[config.mk]
export PLATFORM = sky130hd
export DESIGN_NAME = encoder_counter_flat
export DESIGN_NICKNAME = d
export VERILOG_FILES = /design/src/rtl/encoder_counter_if.sv /design/src/rtl/encoder_counter.sv /design/src/flat_wrapper.sv
export SDC_FILE = /design/constraint.sdc
export NUM_CORES = 1
export LEC_CHECK = 0
export ABC_AREA = 1
export CAP_MARGIN = 20
export CORE_ASPECT_RATIO = 1.25
export CORE_MARGIN = 3
export CORE_UTILIZATION = 35
export CTS_CLUSTER_SIZE = 24
export DETAILED_ROUTE_END_ITERATION = 8
export SYNTH_ARGS = -nofsm -noshare
export SYNTH_HDL_FRONTEND = slang
export SYNTH_SLANG_ARGS = --single-unit
[constraint.sdc]
create_clock -name clk -period 2.3 [get_ports clk]
set_input_delay 0.46 -clock clk [delete_from_list [all_inputs] [get_ports clk]]
set_output_delay 0.46 -clock clk [all_outputs]
set_load 0.005 [all_outputs]
[src/rtl/encoder_counter_if.sv]
// Snapshot readout handshake between the position accumulator and its consumer.
// The readout side drives the request and acknowledge; the accumulator returns the captured data.
interface encoder_counter_if #(
   parameter int ANG_W  = 13,
   parameter int TURN_W = 16,
   parameter int TS_W   = 32
);
   logic              snap_req;
   logic              snap_ack;
   logic              snap_valid;
   logic [ANG_W-1:0]  snap_angle;
   logic [TURN_W-1:0] snap_turns;
   logic [TS_W-1:0]   snap_ts;

   modport master (
      output snap_req, snap_ack,
      input  snap_valid, snap_angle, snap_turns, snap_ts
   );

   modport slave (
      input  snap_req, snap_ack,
      output snap_valid, snap_angle, snap_turns, snap_ts
   );
endinterface

[src/rtl/encoder_counter.sv]
// Quadrature position accumulator: angle modulo CPR plus a signed turn count.
// The angle is re-zeroed on the index pulse, and a timestamped snapshot is offered over valid/ack.
module encoder_counter #(
   parameter int CPR    = 8192,
   parameter int ANG_W  = 13,
   parameter int TURN_W = 16,
   parameter int TS_W   = 32
) (
   input  logic                clk,
   input  logic                rst_n,
   input  logic [1:0]          step,
   input  logic                z_in,
   input  logic                clr,
   output logic [ANG_W-1:0]    angle,
   output logic [TURN_W-1:0]   turns,
   output logic                homed,
   output logic                err,
   output logic                ovr,
   encoder_counter_if.slave    snap
);
   localparam logic [ANG_W-1:0] ANG_MAX = ANG_W'(CPR - 1);

   logic [TS_W-1:0]   ts;
   logic              z_meta, z_sync, z_prev;
   logic              z_edge;
   logic [ANG_W-1:0]  angle_nxt;
   logic [TURN_W-1:0] turns_nxt;
   logic              capture;

   assign z_edge  = z_sync & ~z_prev;
   // A request is accepted while empty, or when the held data is acknowledged in the same cycle.
   assign capture = snap.snap_req & (~snap.snap_valid | snap.snap_ack);

   always_ff @(posedge clk or negedge rst_n) begin
      if (!rst_n) begin
         z_meta <= 1'b0;
         z_sync <= 1'b0;
         z_prev <= 1'b0;
      end else begin
         z_meta <= z_in;
         z_sync <= z_meta;
         z_prev <= z_sync;
      end
   end

   always_comb begin
      angle_nxt = angle;
      turns_nxt = turns;
      if (step == 2'b01) begin
         if (angle == ANG_MAX) begin
            angle_nxt = '0;
            turns_nxt = turns + TURN_W'(1);
         end else begin
            angle_nxt = angle + ANG_W'(1);
         end
      end else if (step == 2'b10) begin
         if (angle == '0) begin
            angle_nxt = ANG_MAX;
            turns_nxt = turns - TURN_W'(1);
         end else begin
            angle_nxt = angle - ANG_W'(1);
         end
      end
   end

   always_ff @(posedge clk or negedge rst_n) begin
      if (!rst_n) begin
         ts    <= '0;
         angle <= '0;
         turns <= '0;
         homed <= 1'b0;
         err   <= 1'b0;
      end else begin
         ts <= ts + TS_W'(1);
         if (clr) begin
            angle <= '0;
            turns <= '0;
            homed <= 1'b0;
            err   <= 1'b0;
         end else begin
            if (step == 2'b11) err <= 1'b1;
            if (z_edge) begin
               angle <= '0;
               homed <= 1'b1;
            end else begin
               angle <= angle_nxt;
               turns <= turns_nxt;
            end
         end
      end
   end

   always_ff @(posedge clk or negedge rst_n) begin
      if (!rst_n) begin
         snap.snap_valid <= 1'b0;
         snap.snap_angle <= '0;
         snap.snap_turns <= '0;
         snap.snap_ts    <= '0;
         ovr             <= 1'b0;
      end else begin
         if (capture) begin
            snap.snap_valid <= 1'b1;
            snap.snap_angle <= angle;
            snap.snap_turns <= turns;
            snap.snap_ts    <= ts;
         end else if (snap.snap_ack) begin
            snap.snap_valid <= 1'b0;
         end
         if (clr) ovr <= 1'b0;
         else if (snap.snap_req && snap.snap_valid && !snap.snap_ack) ovr <= 1'b1;
      end
   end
endmodule

[src/flat_wrapper.sv]
// flat-port wrapper written by rule: the top's interface ports become plain ports
module encoder_counter_flat 
#(
   parameter int CPR    = 8192,
   parameter int ANG_W  = 13,
   parameter int TURN_W = 16,
   parameter int TS_W   = 32
)
  (clk, rst_n, step, z_in, clr, angle, turns, homed, err, ovr, snap_snap_req, snap_snap_ack, snap_snap_valid, snap_snap_angle, snap_snap_turns, snap_snap_ts);
  encoder_counter_if #(.ANG_W(ANG_W), .TURN_W(TURN_W), .TS_W(TS_W)) snap_i ();
  input  logic clk;
  input  logic rst_n;
  input  logic [1:0] step;
  input  logic z_in;
  input  logic clr;
  output logic [ANG_W-1:0] angle;
  output logic [TURN_W-1:0] turns;
  output logic homed;
  output logic err;
  output logic ovr;
  input wire logic [$bits(snap_i.snap_req)-1:0] snap_snap_req;
  input wire logic [$bits(snap_i.snap_ack)-1:0] snap_snap_ack;
  output wire logic [$bits(snap_i.snap_valid)-1:0] snap_snap_valid;
  output wire logic [$bits(snap_i.snap_angle)-1:0] snap_snap_angle;
  output wire logic [$bits(snap_i.snap_turns)-1:0] snap_snap_turns;
  output wire logic [$bits(snap_i.snap_ts)-1:0] snap_snap_ts;
  assign snap_i.snap_req = snap_snap_req;
  assign snap_i.snap_ack = snap_snap_ack;
  assign snap_snap_valid = snap_i.snap_valid;
  assign snap_snap_angle = snap_i.snap_angle;
  assign snap_snap_turns = snap_i.snap_turns;
  assign snap_snap_ts = snap_i.snap_ts;
  encoder_counter #(.CPR(CPR), .ANG_W(ANG_W), .TURN_W(TURN_W), .TS_W(TS_W)) u_core (.clk(clk), .rst_n(rst_n), .step(step), .z_in(z_in), .clr(clr), .angle(angle), .turns(turns), .homed(homed), .err(err), .ovr(ovr), .snap(snap_i));
endmodule
* Word level (Yosys, flattened, before mapping)
Cells that the tools add are included.
** Storage, ports and cells
- Register bits after elaboration :: 129
- Input port bits :: 8
- Output and inout port bits :: 94
- Word-level logic and storage cells :: 61
** Operators by class
- $add $sub $neg :: 5
- Equality and inequality tests :: 6
- Multiplexer cells :: 20
- Bitwise logic cells :: 5
- Reduce and logical (&&, ||, !) cells :: 12
** Operator list (count)
- 16-bit 2-to-1 mux :: 6
- 13-bit 2-to-1 mux :: 6
- 32-bit by 1-bit adder with 32-bit output (second input constant) :: 1
- 16-bit by 1-bit adder with 16-bit output (second input constant) :: 1
- 16-bit by 1-bit subtractor with 16-bit output (second input constant) :: 1
- 13-bit by 1-bit adder with 13-bit output (second input constant) :: 1
- 13-bit == test (second input constant) :: 1
- 13-bit zero test :: 1
- 13-bit by 1-bit subtractor with 13-bit output (second input constant) :: 1
- 1-bit 2-to-1 mux :: 8
- 2-bit nonzero test :: 4
- 3-bit nonzero test :: 2
- 2-bit == test (second input constant) :: 2
- 4-bit AND reduction :: 1
- 4-bit nonzero test :: 1
- 3-bit inequality test (second input constant) :: 1
- 1-bit bitwise AND :: 2
- 2-bit by 1-bit == test with 1-bit output (second input constant) :: 1
- 1-bit logical AND :: 2
- 2-bit inequality test (second input constant) :: 1
- 1-bit inverter :: 2
- 1-bit zero test :: 1
- 1-bit OR :: 1

* Logic depth before layout (Yosys ltp)
Gate-level depths: netlist of run 1.
- Depth after elaboration :: 6
- Mapped depth :: 16
- Gate-level depth less buffers :: 15

* Least setup slack after synthesis of run 1
Ideal clock, no wire load.
- Path kind :: in2reg
- From :: in step[0]
- To :: reg u_core.turns[15]
- Library setup time :: 0.117 ns
- Arrival :: 2.455 ns
- Required time :: 2.183 ns
- Slack :: -0.272 ns
- Cell stages on the path :: 13
- Buffers on the path :: 1
- Cell sequence :: inv_1 nor2_4 inv_2 clkbuf_1 ha_1 nand2_1 inv_1 a21oi_1 nor2_1 nor2_1 nand3b_1 nand3_2 nand2_1
** Between the ends
- Word-level cells in the longest chain between the ends :: 4
- Elaborated cells between the ends (all ways) :: 9
- Those cells by class :: 3 x eq/ne; 3 x mux; 3 x reduce/logical
** Ends and longest elaborated chain
- start, declared :: line flat_wrapper.sv:13 : input logic [1:0] step;
- 2-bit by 1-bit == test with 1-bit output :: line encoder_counter.sv:49 : if (step == 2'b01) begin
- 16-bit 2-to-1 mux :: line encoder_counter.sv:49
- 16-bit 2-to-1 mux :: line encoder_counter.sv:82 : if (z_edge) begin
- 16-bit 2-to-1 mux :: line encoder_counter.sv:75 : if (clr) begin
- end signal, assigned :: line encoder_counter.sv:87 : turns <= turns_nxt;
- end, declared :: line encoder_counter.sv:15 : output logic [TURN_W-1:0] turns,
Parallel ways exist; a longest one is shown, timed or not. The select of a mux whose other input is x is not followed.
A chain may end at the register's enable or synchronous reset.

* Worst setup path after layout of run 1
- From :: reg u_core.angle[10]
- To :: out angle[10]
** RTL lines
- start, declared :: line encoder_counter.sv:14 : output logic [ANG_W-1:0] angle,
- start signal, assigned :: line encoder_counter.sv:86 : angle <= angle_nxt;
- end, declared :: line flat_wrapper.sv:16 : output logic [ANG_W-1:0] angle;
No word-level cell between the ends.

==> results of run 1 <==
-- power groups by stage --
stage / sequential, mW / combinational (mW) / clock, mW
2_1_floorplan: 2.65 / 1.00 / 0
4_1_cts: 2.67 / 1.84 / 2.96
3_3_place_gp: 2.71 / 1.83 / 0
5_1_grt: 2.70 / 2.19 / 3.07
3_5_place_dp: 2.70 / 1.83 / 0
6_report: 2.67 / 1.96 / 2.90
-- timing repair --
item / 4_1_cts / 5_1_grt
buffers inserted: 0 / 7
pin swaps: 0 / 6
endpoints found under the setup margin: 1 / 10
gates resized for setup: 1 / 41
hold buffers: 0 / 0
-- sequential cells by signal, indices dropped and copies added (netlist names), 13 cells and up --
signal                  flops
u_core.angle               13
u_core.snap.snap_angle     13
u_core.snap.snap_ts        32
u_core.snap.snap_turns     16
u_core.ts                  32
u_core.turns               16
-- layer usage --
layer | track usage | vias up | share of wire
met5 | 0 | - | 0
met4 | 0.05778 | 0 | 0.020
met3 | 0.03894 | 28 | 0.040
met2 | 0.3068 | 113 | 0.49
met1 | 0.2245 | 2794 | 0.45
li1 | - | 3002 | -
-- cells in the final DEF (no fill, tap or decap), types with 2 or more instances in the layout --
master / instances
bufinv_16: 3
nand3_1: 57
nand2_1: 216
nor3_4: 2
nor2_1: 55
buf_12: 7
inv_6: 2
nand2_4: 3
dlymetal6s2s_1: 2
nand3b_1: 7
inv_2: 4
o22ai_1: 3
nor2_4: 5
nor4_1: 4
inv_1: 90
nand3_2: 4
nand2_2: 15
clkinvlp_4: 3
nor3_1: 16
o21ai_2: 4
a21oi_1: 7
nand4_1: 21
clkbuf_8: 5
clkbuf_16: 17
mux2_2: 15
ha_1: 13
clkdlybuf4s50_1: 98
clkinv_4: 3
o21ai_0: 69
a21oi_2: 4
ha_4: 6
and2_1: 2
buf_4: 46
nor2_2: 8
dfrtp_1: 129
xor2_1: 41
-- cell type report --
type | instances | area (µm²) | area share
clock buffers | 22 | 494.2 | 0.05256
inverters | 95 | 361.6 | 0.03846
clock inverters | 10 | 147.6 | 0.01570
flip-flops and latches | 129 | 3228 | 0.3433
repair buffers | 154 | 1503 | 0.1598
well taps | 261 | 326.6 | 0.03473
multi-input cells | 587 | 3342 | 0.3554
-- Yosys cell counts (all sizes together) --
cell type,n
buf,7
dfrtp,129
a21oi,12
nand2,234
o22ai,3
inv,95
xnor2,1
clkbuf,11
o211ai,1
and2,2
nand3,62
fa,1
o21ai,74
mux2,15
ha,20
nor4,4
nor3,19
nand3b,7
nor2,68
nand4,22
xor2,41
a31oi,1
-- logic make-up (layout without fill, tap and decap cells) --
kind of cell | after synthesis | count (layout) | share of synthesized area
buf+inv | 113 | 281 | 0.06728
compound gates | 91 | 91 | 0.06966
fa+ha+maj | 21 | 21 | 0.03939
flops | 129 | 129 | 0.4705
xor+xnor | 42 | 42 | 0.05361
simple gates | 418 | 418 | 0.2750
mux | 15 | 15 | 0.02462
-- final timing paths --
check	end	from	slack, ps
min reg2reg	u_core.z_sync	u_core.z_meta	350
max in group asynchronous	u_core.err	rst_n	1630
max reg2reg	u_core.turns[2]	u_core.angle[1]	360
min in group clk	u_core.z_sync	u_core.z_meta	350
max	angle[10]	u_core.angle[10]	310
min	u_core.snap.snap_ts[12]	rst_n	6
-- stage by stage --
step,cells,hold WS [ps]
3_3_place_gp,1219,335.4
6_report,1258,5.517
2_1_floorplan,829,164.4
3_5_place_dp,1219,334.7
5_1_grt,1258,40.13
4_1_cts,1251,19.03
==> results.md, run 1 <==
* GPL Wtd Cong at 0.8591
* Setup TNS at 0 ps
* Clock skew at 10.07 ps
* DRT antenna net count at 0
* Max stage delay cell, worst path: clkdlybuf4s50_1
* Later-pin clock latency in the skew report at 420 ps
* Area growth syn-to-layout at 37.04%
* H-tree levels at 4
* Switch Pwr at 2.275 mW
* Core ar. at ~19000 µm²
* Gate power share at 0.260
* Die Height at ~160 µm
* Crit. End Element: primary output
* Vias per cell at 4.719
* Yosys reg bits at 129
* Chip width at 131.2 µm
* Peak Freq at between 500 and 600 MHz
* Status: completed
* Post-layout util at 0.4952
* Area contributors post-synth: dfrtp_1 (47%), nand2_1 (12%), xor2_1 (5.2%), o21ai_0 (5.1%), inv_1 (5.0%)
* # diodes at 0
* # setup viols final at 0
* Worst Path Buf+Inv at 1
* Gr usage total at 0.1782
* Sw frac at 0.3021
* Levels on crit path at 1
* CP delay by family, top: buffers and inverters
* Total wire length at 18430 µm
* Crit-path max cell delay at 580 ps
* Final min period at 1993 ps
* Drt pass-1 iters at 4
* Finished Cell Area at 9403 µm²
* Placement Rows at 56
* Share of cells above drive strength 1 at 0.1635
* Hpwl dp at 13710 µm
* Synth top area share at 0.4705
* Largest net degree at the start of global routing at 57
* Worst slack, placed at -481.9 ps
* Sequential power share at 0.355
* Yosys warns at 0
* CTS clk-pin slew, worst paths at 60 ps
* Routed vias at between 5000 and 6000
* Post-DP Area at 8511 µm²
* Synthesized area per cell at between 8 and 9 µm²
* Layout Nets at 1013
* Final worst slack at 306.9 ps
* CP cell instances: clkdlybuf4s50_1
* Synth area leader: dfrtp_1
* PortBufs at approximately 100
* Initial antenna violation count at 0
* Total global routing overflow at 0
* CP Launch Type: register
* Final hold vios at 0
* Cell count after synthesis at around 830
* Power Total at 7.530 mW
* CTS Sinks at 129
* Initial core utilization at 0.3614
* VDD IR-drop max at 0.4337 mV
* # IOs at 102
* Hold WC Path Type: in -> async
* Clock Root Buffer: clkbuf_16
* Crit path max fanout at 9
* Drt first-iter violations at 365
* Post-Syn Area at 6862 µm²
* Net Count, Synth at 858
* Clock power frac at 0.385
* Pleak at approximately 4.4 nW
* Internal cell power at 5.255 mW
* Period utilisation layout at 0.8666
* WL/cell at 14.65 µm
* Worst R2R Path Depth at 10
* Clk buf depth at 2
* PwrDens at 800.8 nW/µm²
* Die Area at 21330 µm²
* Slew margin rel. at 0.6459
* First-pass GRT wire length at 30770 µm
* Kind of critical path: reg -> out
* Worst EP required at 1840 ps
* Slew @ Worst Pin at 526.3 ps
* Register area share after synthesis at 0.4705
* DRC at 0
* CTS Buf Count at 17
* Number of global-route vias before repair at 6042
* Number of fill cells at 1776
* RSZ-0062 raised after global routing: false
* Count of cell types in the netlist at 35
* Crit path DAT at 1530 ps
* Slew Viols, Final at 0
* TritonCTS clock tree: built
* Max-cap violations at 0
Power figures use the tool's default switching activity.
==> run 2, diff against run 1 <==
--- a/config.mk
+++ b/config.mk
@@ -9,9 +9,11 @@
 export CAP_MARGIN = 20
 export CORE_ASPECT_RATIO = 1.25
 export CORE_MARGIN = 3
-export CORE_UTILIZATION = 35
+export CORE_UTILIZATION = 55
 export CTS_CLUSTER_SIZE = 24
 export DETAILED_ROUTE_END_ITERATION = 8
+export PLACE_DENSITY = 0.81
+export SETUP_SLACK_MARGIN = 0.05
 export SYNTH_ARGS = -nofsm -noshare
 export SYNTH_HDL_FRONTEND = slang
 export SYNTH_SLANG_ARGS = --single-unit
==> run 2 against run 1 <==
Global-route usage grew 9.2 points. Cell count shrank 8.2%. Register-to-register slack lost 60 ps. First-iteration DRC count grew 2.5%. Combinational power shrank 5%. Critical path depth grew 14. Largest power group unchanged. Highest routed layer unchanged.
==> results.md, run 2 (synthesis results as in run 1) <==
* Clk buf depth at 2
* Power Total at 7.323 mW
* Slew Viols, Final at 0
* Fin Hold WS at roughly 33 ps
* Pleak at 4.345 nW
* Share of cells above drive strength 1 at 0.1453
* Drt pass-1 iters at 5
* Commonest non-fill, non-tap cell in the layout: nand2_1
* GPL Wtd Cong at ~0.94
* Final min period at between 2000 and 2500 ps
* CP Launch Type: input pin
* Drt first-iter violations at 374
* Peak Freq at 496.4 MHz
* Later-pin clock latency in the skew report at roughly 420 ps
* TritonCTS clock tree: built
* CTS Buf Count at 17
* CTS clk-pin slew, worst paths at 60 ps
* Layout Nets at between 1000 and 1500
* DRT antenna net count at 0
* Reg2reg setup slack at 300 ps
* First-pass GRT wire length at 29450 µm
* Number of global-route vias before repair at 6169
* Max-cap violations at 0
* Crit path max fanout at 10
* Period utilisation layout at 0.8758
* Commonest non-fill, non-tap cells in the layout: nand2_1 (217), dfrtp_1 (129), clkdlybuf4s50_1 (98), inv_1 (90), o21ai_0 (69)
* Placement Rows at 45
* Internal cell power at 5.095 mW
* Clock Root Buffer: clkbuf_16
* Chip width at 105.9 µm
* RSZ-0062 raised after global routing: false
* Post-DP Area at 8335 µm²
* H-tree levels at 4
* VDD IR-drop max at 0.4603 mV
* Hold WC Path Type: in -> async
* Top flop regs: u_core.snap.snap_ts (32), u_core.ts (32)
* Routed vias at 6314
* PortBufs at 101
* Slew margin rel. at 0.6349
* WL/cell at 15.93 µm
* Gate power share at 0.255
* Setup TNS at 0 ps
* Total global routing overflow at 0
* Largest net degree at the start of global routing at 43
* Die Height at 130.9 µm
* Sw frac at 0.3042
* Die Area at 13860 µm²
* CTS Hold Bufs at 0
* DRC at 0
* Clock power frac at 0.380
* # IOs at 102
* Worst slack, placed at -400.3 ps
* Crit. End Element: register
* Sequential power share at 0.364
* Area growth syn-to-layout at 32.79%
* Initial core utilization at 0.5642
* Status: completed
* Total wire length at 18400 µm
* Final hold vios at 0
* Hpwl dp at about 13000 µm
* Final worst slack at approximately 290 ps
* PwrDens at 803.7 nW/µm²
* Vias per cell at 5.467
* Core ar. at 12160 µm²
* Worst EP required at 2610 ps
* Finished Cell Area at 9111 µm²
* Switch Pwr at 2.227 mW
* Crit path DAT at 2330 ps
* Number of fill cells at 908
* # setup viols final at 0
* Gr usage total at 0.2698
* # diodes at 0
* Initial antenna violation count at 0
* Slew @ Worst Pin at 547.7 ps
* Kind of critical path: in -> reg
* Clock skew at 10.51 ps
* CTS Sinks at between 100 and 150
-- run 2: cell types whose count changed in the layout (fill, tap and decap cells not counted), sizes merged --
cell	delta
buf	-7
clkinv	+2
clkbuf	-1
clkinvlp	-1
inv	+1
-- run 2: per-stage QoR --
stage                     utilization  std cells
after floorplan                     -        829
after global placement         0.6854       1117
after detailed placement       0.6854       1117
after CTS                      0.7358       1148
after global routing           0.7492       1155
final                          0.7492       1155
-- run 2: per-layer routing --
metal | wire length (µm) | up-vias | track usage
li1 | - | 2997 | -
met1 | 7339 | 3027 | 0.3180
met2 | 9624 | 239 | 0.4854
met3 | 925 | 51 | 0.05111
met4 | 508 | 0 | 0.1151
met5 | 0 | - | 0
-- run 2: final timing paths --
| kind | from | to | cells past startpoint |
|---|---|---|---|
| max in group asynchronous | rst_n | u_core.angle[5] | 2 |
| hold / removal | rst_n | u_core.snap.snap_ts[13] | 1 |
| hold reg to reg | u_core.z_meta | u_core.z_sync | 0 |
| setup reg to reg | u_core.angle[0] | u_core.turns[1] | 11 |
| setup / recovery | step[0] | u_core.turns[15] | 15 |
| min in group clk | u_core.z_meta | u_core.z_sync | 0 |
-- run 2: power by group through the flow --
stage,Clock (mW),Sequential [mW],Combinational [mW]
6_report,2.79,2.67,1.87
2_1_floorplan,0,2.65,1.00
3_5_place_dp,0,2.69,1.77
3_3_place_gp,0,2.69,1.74
4_1_cts,2.81,2.66,1.81
5_1_grt,2.92,2.69,2.08
-- run 2: worst max-delay path, stage by stage --
cell	delay [ps]
dlymetal6s2s_1	120
inv_2	60
nor2_4	200
buf_12	140
inv_8	50
ha_1	360
nand2_1	150
nor2_1	200
nor2_1	80
nand2_2	100
nand2_1	90
nand2_1	100
nand2_1	80
nand3_2	80
nand2_1	50
-- run 2: final cells by class --
class / instances / area (µm²) / share of cell area
timing repair inverter: 1 / 8.758 / 0.0009613
clock buffer: 20 / 456.7 / 0.05012
inverter: 95 / 364.1 / 0.03996
sequential: 129 / 3228 / 0.3543
multi-input combinational: 587 / 3241 / 0.3557
clock inverter: 11 / 153.9 / 0.01689
tap: 164 / 205.2 / 0.02252
timing repair buffer: 148 / 1454 / 0.1596
-- run 2: timing repair --
item                                    in CTS  in global routing
endpoints found under the setup margin       6                 15
cloned                                       0                  1
gates resized for setup                      1                 24
pin swaps                                    0                  4
buffers inserted                             0                  6
